$ cat src/rtl/mem_xfer_unit_pkg.sv
// Shared types and width helpers for the memory transfer unit.
package mem_xfer_unit_pkg;

  typedef enum logic [1:0] {
    IDLE   = 2'd0,
    ACCESS = 2'd1,
    RESP   = 2'd2,
    FAULT  = 2'd3
  } xfer_state_t;

  // Number of address bits that select a byte lane within one data word.
  function automatic int laneBits(input int dataWidth);
    return $clog2(dataWidth / 8);
  endfunction

  // Counter width able to hold the value maxWait itself.
  function automatic int cntBits(input int maxWait);
    return $clog2(maxWait + 1);
  endfunction

endpackage

$ cat src/rtl/mem_xfer_unit_lane_align.sv
// Byte-lane steering between the MDR and the memory data bus.
module lane_align
  import mem_xfer_unit_pkg::*;
#(
  parameter int DATA_WIDTH = 16,
  localparam int LANE_BITS = laneBits(DATA_WIDTH),
  localparam int BYTES     = DATA_WIDTH / 8
) (
  input  logic [LANE_BITS-1:0]  lane,
  input  logic                  isByte,
  input  logic [DATA_WIDTH-1:0] mdr,
  input  logic [DATA_WIDTH-1:0] rdata,
  output logic [BYTES-1:0]      byteEn,
  output logic [DATA_WIDTH-1:0] wdata,
  output logic [DATA_WIDTH-1:0] rdataAligned
);

  // Word accesses pass straight through; byte accesses replicate the write
  // byte onto every lane and pull the addressed read lane down to bit 0.
  always_comb begin
    byteEn       = '1;
    wdata        = mdr;
    rdataAligned = rdata;
    if (isByte) begin
      byteEn       = '0;
      wdata        = {BYTES{mdr[7:0]}};
      rdataAligned = '0;
      for (int i = 0; i < BYTES; i++) begin
        if (lane == LANE_BITS'(i)) begin
          byteEn[i]         = 1'b1;
          rdataAligned[7:0] = rdata[i*8 +: 8];
        end
      end
    end
  end

endmodule

$ cat src/rtl/mem_xfer_unit.sv
// MAR/MDR owner running one handshaked memory transaction at a time.
//
//   state  | meaning
//   -------+------------------------------------------------------
//   IDLE   | ready for a request; MDR loadable from the ALU
//   ACCESS | strobe held until mem_ack or wait budget exhausted
//   RESP   | one-cycle done pulse
//   FAULT  | one-cycle err pulse (misaligned word or timeout)
module mem_xfer_unit
  import mem_xfer_unit_pkg::*;
#(
  parameter int DATA_WIDTH = 16,
  parameter int ADDR_WIDTH = 16,
  parameter int MAX_WAIT   = 15
) (
  input  logic                    clock,
  input  logic                    reset,
  input  logic                    req_valid,
  output logic                    req_ready,
  input  logic                    req_write,
  input  logic                    req_byte,
  input  logic [ADDR_WIDTH-1:0]   req_addr,
  input  logic                    mdr_load,
  input  logic [DATA_WIDTH-1:0]   mdr_in,
  output logic [DATA_WIDTH-1:0]   mdr_out,
  output logic [ADDR_WIDTH-1:0]   mar_out,
  output logic                    done,
  output logic                    err,
  output logic [ADDR_WIDTH-1:0]   mem_addr,
  output logic                    mem_re,
  output logic                    mem_we,
  output logic [DATA_WIDTH/8-1:0] mem_be,
  output logic [DATA_WIDTH-1:0]   mem_wdata,
  input  logic [DATA_WIDTH-1:0]   mem_rdata,
  input  logic                    mem_ack
);

  localparam int LANE_BITS = laneBits(DATA_WIDTH);
  localparam int CNT_BITS  = cntBits(MAX_WAIT);
  localparam int BYTES     = DATA_WIDTH / 8;
  localparam logic [CNT_BITS-1:0] WAIT_LAST = CNT_BITS'(MAX_WAIT - 1);

  xfer_state_t             state, nextState;
  logic [ADDR_WIDTH-1:0]   mar;
  logic [DATA_WIDTH-1:0]   mdr;
  logic                    isWrite;
  logic                    isByte;
  logic [CNT_BITS-1:0]     waitCnt;
  logic                    accept;
  logic                    misaligned;
  logic [BYTES-1:0]        laneEn;
  logic [DATA_WIDTH-1:0]   alignedWdata;
  logic [DATA_WIDTH-1:0]   alignedRdata;

  assign accept     = req_valid && (state == IDLE);
  assign misaligned = !req_byte && (req_addr[LANE_BITS-1:0] != '0);

  assign mdr_out  = mdr;
  assign mar_out  = mar;
  assign mem_addr = {mar[ADDR_WIDTH-1:LANE_BITS], {LANE_BITS{1'b0}}};

  lane_align #(
    .DATA_WIDTH(DATA_WIDTH)
  ) uAlign (
    .lane        (mar[LANE_BITS-1:0]),
    .isByte      (isByte),
    .mdr         (mdr),
    .rdata       (mem_rdata),
    .byteEn      (laneEn),
    .wdata       (alignedWdata),
    .rdataAligned(alignedRdata)
  );

  // State register; reset returns to IDLE so strobes drop immediately.
  always_ff @(posedge clock or posedge reset) begin
    if (reset) state <= IDLE;
    else       state <= nextState;
  end

  // Next-state and Moore outputs; ack takes priority over wait expiry.
  always_comb begin
    nextState = state;
    req_ready = 1'b0;
    done      = 1'b0;
    err       = 1'b0;
    mem_re    = 1'b0;
    mem_we    = 1'b0;
    mem_be    = '0;
    mem_wdata = '0;
    case (state)
      IDLE: begin
        req_ready = 1'b1;
        if (accept) nextState = misaligned ? FAULT : ACCESS;
      end
      ACCESS: begin
        mem_re = !isWrite;
        mem_we = isWrite;
        mem_be = laneEn;
        if (isWrite) mem_wdata = alignedWdata;
        if (mem_ack)                   nextState = RESP;
        else if (waitCnt == WAIT_LAST) nextState = FAULT;
      end
      RESP: begin
        done      = 1'b1;
        nextState = IDLE;
      end
      FAULT: begin
        err       = 1'b1;
        nextState = IDLE;
      end
      default: nextState = IDLE;
    endcase
  end

  // MAR/MDR, request attributes and the wait counter.
  always_ff @(posedge clock or posedge reset) begin
    if (reset) begin
      mar     <= '0;
      mdr     <= '0;
      isWrite <= 1'b0;
      isByte  <= 1'b0;
      waitCnt <= '0;
    end else begin
      case (state)
        IDLE: begin
          if (mdr_load) mdr <= mdr_in;
          if (accept) begin
            mar     <= req_addr;
            isWrite <= req_write;
            isByte  <= req_byte;
            waitCnt <= '0;
          end
        end
        ACCESS: begin
          if (mem_ack) begin
            if (!isWrite) mdr <= alignedRdata;
          end else begin
            waitCnt <= waitCnt + CNT_BITS'(1);
          end
        end
        default: ;
      endcase
    end
  end

endmodule
$ cat config.mk
export PLATFORM = sky130hd
export DESIGN_NAME = mem_xfer_unit
export DESIGN_NICKNAME = d
export VERILOG_FILES = /design/src/rtl/mem_xfer_unit_pkg.sv /design/src/rtl/mem_xfer_unit_lane_align.sv /design/src/rtl/mem_xfer_unit.sv
export SDC_FILE = /design/constraint.sdc
export NUM_CORES = 1
export LEC_CHECK = 0
export ABC_CLOCK_PERIOD_IN_PS = 2100
export CORE_MARGIN = 8
export CORE_UTILIZATION = 40
export DETAILED_ROUTE_END_ITERATION = 10
export GPL_TIMING_DRIVEN = 0
export PLACE_DENSITY_LB_ADDON = 0.15
export SLEW_MARGIN = 20
export SYNTH_ARGS = -nofsm -noshare
export SYNTH_HDL_FRONTEND = slang
export SYNTH_HIERARCHICAL = 1
export SYNTH_SLANG_ARGS = --single-unit
$ cat constraint.sdc
create_clock -name clock -period 2.1 [get_ports clock]
set_input_delay 0.21 -clock clock [delete_from_list [all_inputs] [get_ports clock]]
set_output_delay 0.21 -clock clock [all_outputs]
set_load 0.02 [all_outputs]
# After elaboration in Yosys (flattened, before gate mapping)
# Index checks and enable logic that the tools add are counted.
# Widths: inputs -> output; s select.
[word_totals]
ff_bits = 40
input_bits = 55
wordCells = 54
output_inout_bits = 71
[op_classes]
n_addsub = 1
eq_ne = 10
n_reduce_logical = 11
n_mux = 26
[op_table]
columns = ["operator", "count"]
rows = [
  ["$mux 16", 7],
  ["$pmux 16 s2", 1],
  ["$mux 2", 6],
  ["$ne 2x2->1 const B", 5],
  ["$mux 4", 2],
  ["$mux 8", 1],
  ["$pmux 4 s2", 1],
  ["$mux 1", 7],
  ["$pmux 2 s3", 1],
  ["$add 4x1->4 const B", 1],
  ["$eq 2x2->1 const B", 2],
  ["$eq 4x4->1 const B", 1],
  ["$reduce_and 2->1", 2],
  ["$reduce_and 4->1", 1],
  ["$ne 3x3->1 const B", 1],
  ["$reduce_and 3->1", 1],
  ["$eq 2x1->1 const B", 1],
  ["$logic_and 1x1->1", 2],
  ["$logic_not 1->1", 2],
  ["$logic_not 2->1", 1],
  ["$reduce_bool 2->1", 1],
  ["$reduce_or 2->1", 1],
]

# Longest topological paths before layout
# Gate-level depths: netlist of the first run.
[logic_depth]
ltp_word = 5
depth_mapped = 6

# Cells and area by module
# Netlist of the first run, hierarchy kept.
[by_module_without_submodules]
columns = ["mod", "cells_per_inst", "area_per_inst_um2", "seq_area_each_um2", "instances"]
rows = [
  ["mem_xfer_unit", 165, 2110.8, 1001.0, 1],
  ["lane_align", 36, 372.9, 0.0, 1],
]

# Least setup slack after synthesis of the first run
# No wires, ideal clock.
[synth_path]
path_type = "reg-to-reg"
startpoint = "reg state[0]"
endpoint = "reg mdr[0], in the netlist mdr_out[0]"
path_slack_ns = 0.453
setup_time_ns = 0.125
required_ns = 1.975
path_stages_with_launch = 6
t_arrival_ns = 1.522
path_buffers = 2
cell_sequence = "dfrtp_1 -> nor2_1 -> a32o_1 -> buf_6 -> buf_12 -> mux2_4"
[synth_via]
elab_chain_len = 3
elab_cells_between_ends = 8
classes_between = "eq/ne: 4; mux: 1; reduce/logical: 3"
[synth_lines]
columns = ["element", "line", "rtl"]
rows = [
  ["start: declaration", "mem_xfer_unit.sv:43", "xfer_state_t state, nextState;"],
  ["start signal: assignment", "mem_xfer_unit.sv:77", "else state <= nextState;"],
  ["$eq 2x1->1 / $logic_not 2->1 (equally long branches)", "mem_xfer_unit.sv:124", "case (state)"],
  ["$ne 2x2->1 (no source line) / $reduce_bool 2->1 (equally long branches)", "n/a", ""],
  ["$reduce_and 4->1 (no source line)", "n/a", ""],
  ["end signal: assignment", "mem_xfer_unit.sv:126", "if (mdr_load) mdr <= mdr_in;"],
  ["end signal: assignment", "mem_xfer_unit.sv:136", "if (!isWrite) mdr <= alignedRdata;"],
  ["end: declaration", "mem_xfer_unit.sv:45", "logic [DATA_WIDTH-1:0] mdr;"],
]
# Several ways; a longest one is shown, not always the timed one.
# A chain may end at the register's enable or synchronous reset.

# Worst setup path in the final report of the first run
[layout_path]
startpoint = "reg state[1]"
endpoint = "out mem_wdata[1]"
[layout_via]
elab_chain_len = 2
[layout_lines]
columns = ["element", "line", "rtl"]
rows = [
  ["$eq 2x1->1", "mem_xfer_unit.sv:90", "case (state)"],
  ["$mux 16", "mem_xfer_unit.sv:90", ""],
  ["end: declaration", "mem_xfer_unit.sv:33", "output logic [DATA_WIDTH-1:0] mem_wdata,"],
]
# No other way between the ends.

==> results of run 1 <==
==> cells in the final DEF (no fill, tap or decap), types with 2 or more instances in the layout <==
| master | count |
|---|---|
| and2_1 | 4 |
| and3_1 | 17 |
| buf_12 | 2 |
| buf_2 | 3 |
| buf_4 | 24 |
| buf_6 | 4 |
| clkbuf_2 | 8 |
| clkbuf_8 | 7 |
| clkdlybuf4s50_1 | 106 |
| dfrtp_1 | 38 |
| dfrtp_2 | 2 |
| dlygate4sd2_1 | 11 |
| ha_1 | 2 |
| inv_1 | 3 |
| mux2_2 | 47 |
| mux2_4 | 19 |
| nand2b_1 | 2 |
| nor2_1 | 4 |
| nor2b_1 | 9 |
| o21ai_0 | 2 |
==> stage by stage <==
stage          instance area [sq um]  utilization, %  worst slack (ps)
6_report                        3890           65.32             88.01
5_1_grt                         3890           65.32             10.28
4_1_cts                         3914           65.71            0.9450
3_5_place_dp                    3839           64.45            -532.6
3_3_place_gp                    3819           64.12            -495.8
2_1_floorplan                   2484               -             453.2
==> final cells by class <==
type	instances	area (sq um)	area share, %
Buffer	34	272.8	7.012
Clock buffer	7	96.34	2.477
Inverter	4	15.01	0.3860
Multi-Input combinational cell	122	1196	30.75
Sequential cell	40	1003	25.80
Tap cell	75	93.84	2.412
Timing Repair Buffer	125	1212	31.17
==> metal layers <==
metal / GRT usage, % / vias to the layer above
met4: 2.341 / 0
met3: 6.032 / 5
met1: 18.81 / 948
li1: - / 934
met5: 0 / -
met2: 27.17 / 80
==> worst reg2reg max path: cells and delay by family, from the launching register on <==
kind                   cells  cell delay (ps)
buffers and inverters      2              520
DFF                        1              460
muxes                      2              660
and+or+nand+nor            1              150
==> state kept, by name, summed over array words and instances, names as in the netlist <==
name     cells
mar_out     16
mdr_out     16
waitCnt      4
state        2
isWrite      1
isByte       1
==> final timing paths <==
path | startpoint | endpoint | slack (ps) | depth (start not counted)
max | state[1] | mem_wdata[1] | 90 | 5
min | reset | mar_out[7] | 210 | 2
max reg2reg | state[1] | mdr_out[3] | 210 | 5
min reg2reg | waitCnt[3] | waitCnt[3] | 490 | 1
max in group asynchronous | reset | mdr_out[0] | 1440 | 3
min in group clock | waitCnt[3] | waitCnt[3] | 490 | 1
==> power breakdown <==
group | internal [mW] | switching, mW
Sequential | 1.14 | 0.362
Combinational | 2.20 | 1.71
Clock | 0.293 | 0.268
==> cell families after synthesis <==
family,share of synthesized area (%)
DFF,40.30
and+or+nand+nor,11.54
adders and majority gates,1.007
other,0.1510
muxes,33.20
xor gates and xnor gates,0.3527
AOI/OAI and AO/OA,1.915
buffers and inverters,11.54
==> metrics.cfg, run 1 <==
[route]
route.met3.wl_um = 671
num_vias = 1967
dr_wl_met2_mm = 3.407
top_layer_used = met4
drt_iter0_drc = 79
antenna_left = 0
firstDrtPassIters = 4
drt-met1-wl_mm = 3.098
drc = 0
postRouteWirelength_mm = 7.225
post_drt_wl_per_cell_um = 17.75
via_per_inst = 4.833

[floorplan]
dieWidth_um = 94.80
top_level_ports = 126
die_area_sq_mm = 0.008986
placementRows = 28
fp.dieH_um = 94.80
start_util_pct = 41.70
coreArea_sq_mm = 0.005956

[setup_path]
cp_cell_sequence = nor2b_1 -> buf_6 -> clkbuf_4 -> and3_1 -> dlygate4sd2_1
cp-start-kind = register
cp_top_family = buffers and inverters
critPathSlowestCell = dfrtp_2
cpPeakStageDelay_ps = 460
path_buf_inv = 3
critPathKind = reg2out
crit_fanout = 18
cp_data_required_time_ps = 1890
crit_arrival_ps = 1800
crit_path_end_kind = output port

[power]
powerDensity_mw_per_mm2 = 1536
peakVddDrop_v = 0.0009159
p_leak_nw = 1.797
total_power_mw = 5.974

[logic_synthesis]
avgSynthCellArea_sq_um = 12.36
netlist_instances = 201
synth_top_area_share_pct = 40.30
synth_nets = 258
synthTopCellsByCount = mux2_2 (47), dfrtp_1 (40), buf_4 (24), mux2_4 (19), and3_1 (17)
synthTopCellsByArea = dfrtp_1 (40%), mux2_2 (21%), mux2_4 (11%)
yosysMostFrequentCell = mux2_2
async_reset_ff_share_pct = 100.0
ys.flop_type = dfrtp_1
yosysTopAreaCell = dfrtp_1
synth_warnings = 6
ys_seq_area_share_pct = 40.30
synth_cell_types = 32
synth_edf_count = 0
syn-cell-area_sq_mm = 0.002484
ys_seq_elements = 40

[global_route]
grt_max_degree = 26
grt_pass1_vias = 2133
grt_pass1_wl_mm = 11.18
antenna_found_initial = 0
overflow = 0
grt_usage_pct = 15.87

[layout]
n_antenna_cell = 0
area_growth_pct = 56.62
nFillCells = 475
drive_gt1_share_pct = 36.45
fin_cells = 407
nNetsFinal = 389

[cts]
cts-root-buf = clkbuf_8
tritoncts = done
clkTransAtPathRegs_ps = 70
postCtsHoldBufs = 0
htree_num_levels = 2
cts_resized = 21
post-cts-setup-buffer-count = 0
cts_buffer_depth = 2
clk_latency_ps = 290
cts_made_buffers = 5
cts_sinks = 40

[sta]
skew_ps = 6.521
fin_crit_ps = 2012
setup_tns_ps = 0
finalSetupViolations = 0
report.final.slew_viol_count = 0
fmax_mhz = 497.0
fin_crit_sh_pct = 95.81
finalHoldViolCount = 0
rsz0062_at_grt = false
hold_slack_ps = 208.2

[placed_design]
place.gp.congestion = 0.7709
numPortBuffers = 124
dp_hpwl_mm = 5.655
placed_cells = 401

[status]
status = finished, final reports clean

[min_path]
hold_class = in2async

[run]
drv_cap = 0

(Power assumes the default switching activity.)
==> run 2, diff against run 1 <==
--- a/config.mk
+++ b/config.mk
@@ -5,8 +5,7 @@
 export SDC_FILE = /design/constraint.sdc
 export NUM_CORES = 1
 export LEC_CHECK = 0
-export ABC_CLOCK_PERIOD_IN_PS = 2100
-export CORE_MARGIN = 8
+export CORE_MARGIN = 2
 export CORE_UTILIZATION = 40
 export DETAILED_ROUTE_END_ITERATION = 10
 export GPL_TIMING_DRIVEN = 0
==> metrics.cfg, run 2 (same netlist as run 1, synthesis figures left out) <==
[layout]
drive_gt1_share_pct = 35.03
n_antenna_cell = 0
regArea_sq_mm = 0.001001
most-common-layout-cells = clkdlybuf4s50_1 (106), mux2_2 (47), dfrtp_1 (40), buf_4 (25), mux2_4 (19)
final_area_sq_mm = 0.003923
layout_commonest_cell = clkdlybuf4s50_1
nNetsFinal = 390
nFillCells = 497
multi_input_area_sq_mm = 0.001196
area_growth_pct = 57.93

[global_route]
grt_max_degree = 30
grt_pass1_wl_mm = 9.577
grt_pass1_vias = 2009
antenna_found_initial = 0
overflow = 0
grt_usage_pct = 18.64

[setup_path]
cp_data_required_time_ps = 1890
crit_fanout = 18
rr_endpoint = mdr_out[1]
cp-startpoint = state[1]
cp-start-kind = register
rr_worst_depth = 5
crit_arrival_ps = 1810
r2r_slack_ps = 230
r2r-start = state[1]
crit_end = mem_wdata[6]
crit_path_end_kind = output port
critPathKind = reg2out

[cts]
cts_buffer_depth = 2
clkTransAtPathRegs_ps = 80
cts_sinks = 40
htree_num_levels = 2
cts-root-buf = clkbuf_8
tritoncts = done
clk_latency_ps = 290
cts_made_buffers = 5

[route]
num_vias = 1939
drc = 0
postRouteWirelength_mm = 6.328
antenna_left = 0
firstDrtPassIters = 4
via_per_inst = 4.741
post_drt_wl_per_cell_um = 15.47
drt_iter0_drc = 43

[sta]
finalSetupViolations = 0
rsz0062_at_grt = false
skew_ps = 5.779
fmax_mhz = 495.5
report.final.slew_viol_count = 0
hold_slack_ps = 190.7
finalHoldViolCount = 0
fin_crit_ps = 2018
finalWorstSetupSlack_ps = 81.90
fin_crit_sh_pct = 96.10
setup_tns_ps = 0

[floorplan]
placementRows = 28
fp.dieH_um = 82.80
coreArea_sq_mm = 0.005956
top_level_ports = 126
die_area_sq_mm = 0.006855
dieWidth_um = 82.80
start_util_pct = 41.70

[placed_design]
dp_slack_ps = -484.5
dp_hpwl_mm = 4.878
placed_area_sq_mm = 0.003839
place.gp.congestion = 0.7980
numPortBuffers = 124

[power]
peakVddDrop_v = 0.0009043
p_leak_nw = 1.806
powerDensity_mw_per_mm2 = 1533

[run]
drv_cap = 0

[min_path]
hold_class = in2async

[status]
status = finished, final reports clean

==> run 2: cell types whose count changed in the layout (fill, tap and decap cells not counted), moves of 2 or more <==
cell	delta
clkbuf_8	-2
dfrtp_1	+2
dfrtp_2	-2
clkbuf_2	-3
clkdlybuf4s15_1	+4
==> run 2: critical path, cell delays in order, from the launching register on <==
cell and delay, ps:
dfrtp_1 450, nor2b_1 160, buf_6 200, clkbuf_4 220
and3_1 160, clkdlybuf4s15_1 310
==> run 2: how the worst min path moves through the flow <==
stage / end / from
after detailed placement: waitCnt[3] / waitCnt[3]
after global routing: mar_out[12] / reset
after global placement: waitCnt[3] / waitCnt[3]
after CTS: mdr_out[7] / reset
after floorplan: isByte / req_byte
final: mar_out[12] / reset
==> run 2: timing repair <==
action | 4_1_cts | 5_1_grt
endpoints found under the setup margin | 18 | 8
hold buffers | 0 | 0
setup buffers | 1 | 0
pin swaps | 0 | 0
resized for setup | 21 | 12
==> run 2: cell type report <==
class,count,area share [%]
plain buffers,34,6.954
clock buffers,6,1.850
clock inverters,2,0.8931
inverters,4,0.3828
multi-input cells,122,30.49
flip-flops and latches,40,25.52
well taps,75,2.392
repair buffers,126,31.52
==> run 2: metal layers <==
metal / vias up / track usage [%] / routed length, um
met4: 0 / 3.934 / 48
met3: 5 / 5.411 / 470
met1: 930 / 22.22 / 2561
met5: - / 0 / 0
li1: 936 / - / -
met2: 68 / 33.31 / 3247
==> run 2: through the flow <==
step / instances / total power, mW / util, %
5_1_grt: 409 / 6.365 / 65.86
3_3_place_gp: 400 / 5.438 / 64.12
4_1_cts: 409 / 6.087 / 66.03
2_1_floorplan: 201 / 3.878 / -
3_5_place_dp: 401 / 5.505 / 64.45
6_report: 409 / 6.012 / 65.86
==> run 2: power by group <==
group	switching [mW]	leakage, nW	total, mW	internal (mW)
clock	0.268	0.0552	0.621	0.353
combinational	1.69	1.27	3.90	2.22
sequential	0.345	0.479	1.49	1.14
total	2.30	1.81	6.01	3.71
